===== src/rtl/mips_pkg.sv =====
// Shared types for the HI/LO multiply/divide unit: opcode and FSM state enums,
// plus the quotient fill pattern used on divide-by-zero.
package mips_pkg;

    typedef enum logic [3:0] {
        OP_NOP   = 4'd0,
        OP_MULT  = 4'd1,
        OP_MULTU = 4'd2,
        OP_DIV   = 4'd3,
        OP_DIVU  = 4'd4,
        OP_MTHI  = 4'd5,
        OP_MTLO  = 4'd6,
        OP_MADD  = 4'd8,
        OP_MADDU = 4'd9,
        OP_MSUB  = 4'd10,
        OP_MSUBU = 4'd11
    } muldiv_op_e;

    typedef enum logic [1:0] {
        IDLE = 2'd0,
        MUL  = 2'd1,
        DIV  = 2'd2
    } muldiv_state_e;

    // Sliced down to DATA_W by the users; wide enough for the largest legal width.
    localparam logic [63:0] DIV_ZERO_QUOT_FILL = {64{1'b1}};

endpackage


===== src/rtl/muldiv_divider.sv =====
// Iterative restoring divider: one quotient bit per cycle on operand magnitudes,
// then a fixup cycle where signs, divide-by-zero and the results are presented.
module muldiv_divider
    import mips_pkg::*;
#(
    parameter int DATA_W = 32
) (
    input  logic              clk,
    input  logic              reset,
    input  logic              start_i,
    input  logic              signed_i,
    input  logic [DATA_W-1:0] dividend_i,
    input  logic [DATA_W-1:0] divisor_i,
    output logic              done_o,
    output logic [DATA_W-1:0] quot_o,
    output logic [DATA_W-1:0] rem_o
);

    localparam int CW = $clog2(DATA_W + 1);

    logic              active_q;
    logic [CW-1:0]     cnt_q;
    logic [DATA_W-1:0] rem_q;
    logic [DATA_W-1:0] quo_q;
    logic [DATA_W-1:0] dvs_q;
    logic [DATA_W-1:0] dividend_q;
    logic              negQuot_q;
    logic              negRem_q;
    logic              divZero_q;

    logic              dividendNeg;
    logic              divisorNeg;
    logic [DATA_W-1:0] dividendAbs;
    logic [DATA_W-1:0] divisorAbs;
    logic [DATA_W:0]   shifted;
    logic [DATA_W:0]   trial;

    assign dividendNeg = signed_i & dividend_i[DATA_W-1];
    assign divisorNeg  = signed_i & divisor_i[DATA_W-1];
    assign dividendAbs = dividendNeg ? -dividend_i : dividend_i;
    assign divisorAbs  = divisorNeg ? -divisor_i : divisor_i;

    // Partial remainder always stays below the divisor, so bit DATA_W of trial is the borrow.
    assign shifted = {rem_q, quo_q[DATA_W-1]};
    assign trial   = shifted - {1'b0, dvs_q};

    always_ff @(posedge clk) begin
        if (reset) begin
            active_q   <= 1'b0;
            cnt_q      <= '0;
            rem_q      <= '0;
            quo_q      <= '0;
            dvs_q      <= '0;
            dividend_q <= '0;
            negQuot_q  <= 1'b0;
            negRem_q   <= 1'b0;
            divZero_q  <= 1'b0;
        end else if (start_i) begin
            active_q   <= 1'b1;
            cnt_q      <= CW'(DATA_W);
            rem_q      <= '0;
            quo_q      <= dividendAbs;
            dvs_q      <= divisorAbs;
            dividend_q <= dividend_i;
            negQuot_q  <= dividendNeg ^ divisorNeg;
            negRem_q   <= dividendNeg;
            divZero_q  <= (divisor_i == '0);
        end else if (active_q) begin
            if (cnt_q != '0) begin
                if (!trial[DATA_W]) begin
                    rem_q <= trial[DATA_W-1:0];
                    quo_q <= {quo_q[DATA_W-2:0], 1'b1};
                end else begin
                    rem_q <= shifted[DATA_W-1:0];
                    quo_q <= {quo_q[DATA_W-2:0], 1'b0};
                end
                cnt_q <= cnt_q - 1'b1;
            end else begin
                active_q <= 1'b0;
            end
        end
    end

    assign done_o = active_q && (cnt_q == '0);
    assign quot_o = divZero_q ? DIV_ZERO_QUOT_FILL[DATA_W-1:0] : (negQuot_q ? -quo_q : quo_q);
    assign rem_o  = divZero_q ? dividend_q : (negRem_q ? -rem_q : rem_q);

endmodule


===== src/rtl/hilo_muldiv_unit.sv =====
// Multi-cycle multiply/divide unit owning the HI/LO registers.
// Define HILO_MADD_EN to enable MADD/MADDU/MSUB/MSUBU accumulation into {HI,LO}.
module hilo_muldiv_unit
    import mips_pkg::*;
#(
    parameter int DATA_W  = 32,
    parameter int MUL_LAT = 2
) (
    input  logic              clk,
    input  logic              reset,
    input  logic              op_valid,
    input  logic [3:0]        op_code,
    input  logic [DATA_W-1:0] op_a,
    input  logic [DATA_W-1:0] op_b,
    output logic              op_ready,
    output logic              busy,
    input  logic              rd_req,
    output logic              stall_req,
    output logic [DATA_W-1:0] hi_out,
    output logic [DATA_W-1:0] lo_out,
    output logic              done
);

    localparam logic [2:0] MUL_CNT_LOAD = 3'(MUL_LAT - 1);

    muldiv_state_e     state_q;
    logic [2:0]        cnt_q;
    logic [DATA_W-1:0] hi_q;
    logic [DATA_W-1:0] lo_q;
    logic [DATA_W-1:0] mulA_q;
    logic [DATA_W-1:0] mulB_q;
    logic              mulSigned_q;
    logic              done_q;
`ifdef HILO_MADD_EN
    logic              accAdd_q;
    logic              accSub_q;
    logic              decAcc;
    logic              decSub;
`endif

    logic              decMul;
    logic              decMulSigned;
    logic              decDiv;
    logic              decDivSigned;
    logic              decMthi;
    logic              decMtlo;
    logic              accept;

    logic [2*DATA_W-1:0] extA;
    logic [2*DATA_W-1:0] extB;
    logic [2*DATA_W-1:0] prodComb;
    logic [2*DATA_W-1:0] mulRes;
    logic [2*DATA_W-1:0] mulCommit;

    logic              divDone;
    logic [DATA_W-1:0] divQuot;
    logic [DATA_W-1:0] divRem;

    always_comb begin
        decMul       = 1'b0;
        decMulSigned = 1'b0;
        decDiv       = 1'b0;
        decDivSigned = 1'b0;
        decMthi      = 1'b0;
        decMtlo      = 1'b0;
`ifdef HILO_MADD_EN
        decAcc       = 1'b0;
        decSub       = 1'b0;
`endif
        case (op_code)
            OP_MULT:  begin decMul = 1'b1; decMulSigned = 1'b1; end
            OP_MULTU: decMul = 1'b1;
            OP_DIV:   begin decDiv = 1'b1; decDivSigned = 1'b1; end
            OP_DIVU:  decDiv = 1'b1;
            OP_MTHI:  decMthi = 1'b1;
            OP_MTLO:  decMtlo = 1'b1;
`ifdef HILO_MADD_EN
            OP_MADD:  begin decMul = 1'b1; decMulSigned = 1'b1; decAcc = 1'b1; end
            OP_MADDU: begin decMul = 1'b1; decAcc = 1'b1; end
            OP_MSUB:  begin decMul = 1'b1; decMulSigned = 1'b1; decAcc = 1'b1; decSub = 1'b1; end
            OP_MSUBU: begin decMul = 1'b1; decAcc = 1'b1; decSub = 1'b1; end
`endif
            default:  ;
        endcase
    end

    assign accept = op_valid && (state_q == IDLE);

    // Sign-extending to double width makes a single modulo-2^(2W) multiply serve both MULT and MULTU.
    assign extA     = {{DATA_W{mulSigned_q & mulA_q[DATA_W-1]}}, mulA_q};
    assign extB     = {{DATA_W{mulSigned_q & mulB_q[DATA_W-1]}}, mulB_q};
    assign prodComb = extA * extB;

    generate
        if (MUL_LAT == 1) begin : g_mulComb
            assign mulRes = prodComb;
        end else begin : g_mulPipe
            logic [2*DATA_W-1:0] pipe_q [MUL_LAT-1];
            always_ff @(posedge clk) begin
                pipe_q[0] <= prodComb;
                for (int i = 1; i < MUL_LAT - 1; i++) begin
                    pipe_q[i] <= pipe_q[i-1];
                end
            end
            assign mulRes = pipe_q[MUL_LAT-2];
        end
    endgenerate

    always_comb begin
        mulCommit = mulRes;
`ifdef HILO_MADD_EN
        if (accAdd_q) begin
            mulCommit = {hi_q, lo_q} + mulRes;
        end else if (accSub_q) begin
            mulCommit = {hi_q, lo_q} - mulRes;
        end
`endif
    end

    muldiv_divider #(
        .DATA_W(DATA_W)
    ) u_divider (
        .clk        (clk),
        .reset      (reset),
        .start_i    (accept && decDiv),
        .signed_i   (decDivSigned),
        .dividend_i (op_a),
        .divisor_i  (op_b),
        .done_o     (divDone),
        .quot_o     (divQuot),
        .rem_o      (divRem)
    );

    // HI/LO only ever change on MTHI/MTLO accept or on a final commit, never mid-operation.
    always_ff @(posedge clk) begin
        if (reset) begin
            state_q     <= IDLE;
            cnt_q       <= '0;
            hi_q        <= '0;
            lo_q        <= '0;
            mulA_q      <= '0;
            mulB_q      <= '0;
            mulSigned_q <= 1'b0;
            done_q      <= 1'b0;
`ifdef HILO_MADD_EN
            accAdd_q    <= 1'b0;
            accSub_q    <= 1'b0;
`endif
        end else begin
            done_q <= 1'b0;
            case (state_q)
                IDLE: begin
                    if (accept) begin
                        if (decMul) begin
                            state_q     <= MUL;
                            mulA_q      <= op_a;
                            mulB_q      <= op_b;
                            mulSigned_q <= decMulSigned;
`ifdef HILO_MADD_EN
                            accAdd_q    <= decAcc && !decSub;
                            accSub_q    <= decAcc && decSub;
                            cnt_q       <= decAcc ? MUL_CNT_LOAD + 3'd1 : MUL_CNT_LOAD;
`else
                            cnt_q       <= MUL_CNT_LOAD;
`endif
                        end else if (decDiv) begin
                            state_q <= DIV;
                        end else if (decMthi) begin
                            hi_q <= op_a;
                        end else if (decMtlo) begin
                            lo_q <= op_a;
                        end
                    end
                end
                MUL: begin
                    if (cnt_q == '0) begin
                        {hi_q, lo_q} <= mulCommit;
                        done_q       <= 1'b1;
                        state_q      <= IDLE;
                    end else begin
                        cnt_q <= cnt_q - 3'd1;
                    end
                end
                DIV: begin
                    if (divDone) begin
                        hi_q    <= divRem;
                        lo_q    <= divQuot;
                        done_q  <= 1'b1;
                        state_q <= IDLE;
                    end
                end
                default: state_q <= IDLE;
            endcase
        end
    end

    assign op_ready  = (state_q == IDLE);
    assign busy      = (state_q == MUL) || (state_q == DIV);
    assign stall_req = rd_req && busy;
    assign hi_out    = hi_q;
    assign lo_out    = lo_q;
    assign done      = done_q;

endmodule


===== config.mk =====
export PLATFORM = sky130hd
export DESIGN_NAME = hilo_muldiv_unit
export DESIGN_NICKNAME = d
export VERILOG_FILES = /design/src/rtl/mips_pkg.sv /design/src/rtl/muldiv_divider.sv /design/src/rtl/hilo_muldiv_unit.sv
export SDC_FILE = /design/constraint.sdc
export NUM_CORES = 2
export LEC_CHECK = 0
export BUFFER_PORTS_ARGS = -buffer_cell sky130_fd_sc_hd__buf_2
export CELL_PAD_IN_SITES_DETAIL_PLACEMENT = 1
export CELL_PAD_IN_SITES_GLOBAL_PLACEMENT = 1
export CORE_MARGIN = 2
export CORE_UTILIZATION = 45
export DETAILED_ROUTE_END_ITERATION = 12
export GPL_TIMING_DRIVEN = 0
export PLACE_DENSITY_LB_ADDON = 0.1
export SYNTH_ARGS = -nofsm -noshare
export SYNTH_HDL_FRONTEND = slang
export SYNTH_SLANG_ARGS = --single-unit

===== constraint.sdc =====
create_clock -name clk -period 10.4 [get_ports clk]
set_input_delay 2.08 -clock clk [delete_from_list [all_inputs] [get_ports clk]]
set_output_delay 2.08 -clock clk [all_outputs]
set_load 0.01 [all_outputs]

==> results.py <==
metrics = {
    "placement": {
        "place.detailed.hpwl_um": 197000,
        "globalplace.congestion": 1.00,
        "placement_stage_cell_area_um2": 57700,
        "placement.io_buffers": 126,
    },
    "cts": {
        "clock_latency_ns": 0.58,
        "cts_num_sinks": 337,
        "post-cts-setup-buffers": 0,
        "cts-root-buf": "sky130_fd_sc_hd__clkbuf_16",
        "clk_pin_slew_worst_paths_ns": 0.06,
        "cts_made_buffers": 40,
        "tritoncts": "yes",
        "clock_tree.htree_level_count": 2,
        "ctsLongestPathBuffers": 3,
    },
    "power": {
        "switchingPower_w": 0.00115,
        "power_frac_clock_pct": 41.1,
        "vdd_ir_drop_max_mv": 0.121,
        "power_total_w": 0.00351,
        "swShare_pct": 32.7,
        "power_per_cell_area_nw_per_um2": 59.5,
        "pwr-share-comb_pct": 19.6,
        "p_leak_nw": 26.7,
        "cell_internal_pwr_w": 0.00236,
        "p_seq_share_pct": 39.3,
    },
    "yosys": {
        "synth.avg_cell_area_um2": 8.60,
        "netlist-cell-type-count": 83,
        "sequential_area_share_after_synthesis_pct": 12.3,
        "postSynthCellCount": 6389,
        "async_flop_share_pct": 0,
        "mappedNetlistArea_um2": 55000,
        "synth_enable_flop_cells": 0,
        "mappedNetlistNets": 7843,
        "ys_ff_latch": 337,
        "synthFlopType": "sky130_fd_sc_hd__dfxtp_1",
        "synth_warnings": 0,
    },
    "routing": {
        "routed_wl_um": 232000,
        "ant_nets": 0,
        "avgRoutedWirePerCell_um": 28.3,
        "remaining_drc_errors": 0,
        "drtPass1Iterations": 5,
        "via_count": 46700,
        "avgViaCountPerCell": 5.68,
        "detailedRoute.firstIterationViolations": 3781,
    },
    "critical_path": {
        "critPathLaunchType": "register",
        "reg2reg_slack_ns": 0.19,
        "required_ns": 10.86,
        "cp_data_arrival_time_ns": 10.67,
        "setup.worst_path.start": "mulB_q[12]$_SDFFE_PP0P_",
        "worst_setup_ep_type": "register",
        "regToRegEndpoint": "g_mulPipe.pipe_q[0][63]$_DFF_P_",
        "critical_path_peak_fanout": 10,
        "worst-setup-path-type": "reg -> reg",
        "critical_path.reg2reg.startpoint": "mulB_q[12]$_SDFFE_PP0P_",
        "setup.worst_path.end": "g_mulPipe.pipe_q[0][63]$_DFF_P_",
        "worst-r2r-cell-count": 23,
    },
    "grt": {
        "overflow": 0,
        "grt_start_max_net_pins": 25,
        "grt_antenna_before_repair": 24,
        "grt_util_all_layers_pct": 37.3,
        "via_count_of_the_first_global_routing_pass": 49800,
        "wire_length_of_the_first_global_routing_pass_um": 338000,
    },
    "finish": {
        "sequential_cell_area_um2": 6750,
        "nNetsFinal": 8013,
        "design_area_um2": 59000,
        "area_growth_syn_to_layout_pct": 7.43,
        "multi_input_area_um2": 42400,
        "drive_above_1_share_pct": 3.83,
        "mostFrequentLayoutCell": "sky130_fd_sc_hd__nand2_1",
        "most_frequent_cells_in_the_layout": "1,167 x sky130_fd_sc_hd__nand2_1, 1,166 x sky130_fd_sc_hd__inv_1, 1,124 x sky130_fd_sc_hd__fa_1",
        "num-fill-cells": 14500,
    },
    "sta": {
        "fin_hold_ws_ns": 0.455,
        "worst-slew-pin-transition_ns": 1.42,
        "hold_violations": 0,
        "slew_headroom_pct": 5.42,
        "fin_worst_skew_ns": 0.0281,
        "setup_violations": 0,
        "time_the_final_worst_path_needs_with_i_o_delays_and_setup_ns": 10.21,
        "final.period_utilization_pct": 98.2,
        "finalMaxSlewViolations": 0,
        "grt_setup_unrepaired": "no",
        "fmax_ghz": 0.0979,
    },
    "die": {
        "initial_core_util_pct": 45.2,
        "num_io_pins": 140,
        "row_count": 128,
        "fp.dieArea_um2": 125000,
        "die_width_um": 354,
        "floorplan.core_area_um2": 122000,
        "die_height_um": 354,
    },
    "job": {
        "max-cap-violations": 0,
    },
    "min_path": {
        "holdPathStages": 2,
        "hold_class": "reg -> reg",
    },
    "status": {
        "outcome": "complete, no violations",
    },
}
power by group through the flow:
stage,combinational [W],sequential [W],clock [W]
4_1_cts,0.000673,0.00138,0.00144
3_3_place_gp,0.000659,0.00141,0
2_1_floorplan,0.000392,0.00138,0
5_1_grt,0.000728,0.00138,0.00149
3_5_place_dp,0.000668,0.00141,0
6_report,0.000688,0.00138,0.00144
critical path, cell delays in order (launching register included):
cell	delay (ns)
sky130_fd_sc_hd__dfxtp_1	0.87
sky130_fd_sc_hd__buf_1	0.82
sky130_fd_sc_hd__nand2_1	0.50
sky130_fd_sc_hd__fa_1	0.64
sky130_fd_sc_hd__fa_1	0.93
sky130_fd_sc_hd__fa_1	0.54
sky130_fd_sc_hd__inv_1	0.11
sky130_fd_sc_hd__fa_1	0.46
sky130_fd_sc_hd__fa_1	0.52
sky130_fd_sc_hd__fa_1	0.53
sky130_fd_sc_hd__inv_1	0.06
sky130_fd_sc_hd__fa_1	0.44
sky130_fd_sc_hd__fa_1	0.49
sky130_fd_sc_hd__inv_1	0.04
sky130_fd_sc_hd__ha_1	0.42
sky130_fd_sc_hd__nand4_1	0.24
sky130_fd_sc_hd__or3_1	0.60
sky130_fd_sc_hd__a2111oi_4	0.49
sky130_fd_sc_hd__o21ai_0	0.16
sky130_fd_sc_hd__nand3_1	0.24
sky130_fd_sc_hd__o21ai_0	0.19
sky130_fd_sc_hd__o21ai_1	0.31
sky130_fd_sc_hd__a21oi_1	0.16
sky130_fd_sc_hd__xnor2_2	0.29
Yosys cell counts, drive strengths merged (4+ instances only):
cell type  instances  area (µm²)
a21o              36         270
nor2b             14        87.6
nand2           1167        4380
a311oi            77         674
a31oi             15        93.8
a21boi             6        45.0
o2111ai            5        43.8
nand3             42         210
o22ai              4        25.0
a31o               4        43.8
o21a              10        75.1
o211ai             6        45.0
or2               12        75.1
a221oi             4        35.0
nor3b              7        57.6
xnor2            150        1310
inv             1167        4380
a211oi            43         335
and2             368        2300
buf               17        90.1
a21oi            307        1540
fa              1126       22500
o21ai            172         861
o31ai             36         285
or3               20         130
or4               19         143
a211o              9        78.8
o21bai            14         105
mux2i             30         300
o41ai             11         104
xor2              80         701
nand2b            17         106
a22oi              6        50.1
and3              33         206
nor2             261         982
nand4             26         163
nor4              16         113
nor3              40         205
ha               256        3200
clkbuf           378        1420
nand3b             4        30.0
dfxtp            337        6750
through the flow:
step | setup slack (ns) | setup TNS, ns | utilization, % | cells
after floorplan | 2.49 | 0 | - | 6389
after global placement | -1.74 | -6.80 | 47.4 | 8140
after detailed placement | -0.929 | -1.73 | 47.4 | 8142
after CTS | 0.0489 | 0 | 48.5 | 8212
after global routing | 0.0805 | 0 | 48.6 | 8213
final | 0.190 | 0 | 48.6 | 8225
worst min path at each step:
stage                                          start                                     to
6_report            u_divider.dvs_q[18]$_SDFFE_PP0P_       u_divider.dvs_q[18]$_SDFFE_PP0P_
5_1_grt        u_divider.dividend_q[12]$_SDFFE_PP0P_  u_divider.dividend_q[12]$_SDFFE_PP0P_
4_1_cts             u_divider.dvs_q[18]$_SDFFE_PP0P_       u_divider.dvs_q[18]$_SDFFE_PP0P_
3_5_place_dp        u_divider.dvs_q[18]$_SDFFE_PP0P_       u_divider.dvs_q[18]$_SDFFE_PP0P_
3_3_place_gp    u_divider.dividend_q[0]$_SDFFE_PP0P_   u_divider.dividend_q[0]$_SDFFE_PP0P_
2_1_floorplan       u_divider.dvs_q[18]$_SDFFE_PP0P_       u_divider.dvs_q[18]$_SDFFE_PP0P_
layout make-up:
cell class	count	share of cell area, %
timing repair buffer	128	1.10
tap	1625	3.44
clock inverter	16	0.292
buffer	395	2.57
antenna	13	0.0551
multi-input combinational	4490	71.8
clock buffer	54	1.90
sequential	337	11.4
inverter	1167	7.42
what timing repair did:
| item | in CTS | in global routing |
|---|---|---|
| resized for setup | 10 | 7 |
| hold buffers | 0 | 0 |
| endpoints found under the setup margin | 9 | 1 |
state kept, by name, summed over array words and instances, names as in the netlist, 2 cells and up:
| name | flops |
|---|---|
| cnt_q | 3 |
| hi_out | 32 |
| lo_out | 32 |
| mulA_q | 32 |
| u_divider.rem_q | 32 |
| state_q | 2 |
| g_mulPipe.pipe_q | 64 |
| u_divider.dvs_q | 32 |
| u_divider.cnt_q | 6 |
| u_divider.quo_q | 32 |
| mulB_q | 32 |
| u_divider.dividend_q | 32 |
cell families after synthesis:
family                   synth area share (%)
multiplexers                            0.546
AND/OR/NAND/NOR                          16.9
AO/OA/AOI/OAI                            9.05
flip-flops                               12.3
XOR/XNOR                                 3.66
buffers and inverters                    10.7
adder cells (fa/ha/maj)                  46.8
layer usage:
layer	up-vias	part of all wire, %	GRT usage, %
met4	4	5.7	18.2
met5	-	0.0099	0
met3	424	7.6	5.45
met2	1898	46	60.6
met1	24500	40	49.1
li1	19800	-	-
Note: power is estimated with default switching activity, not from simulation.
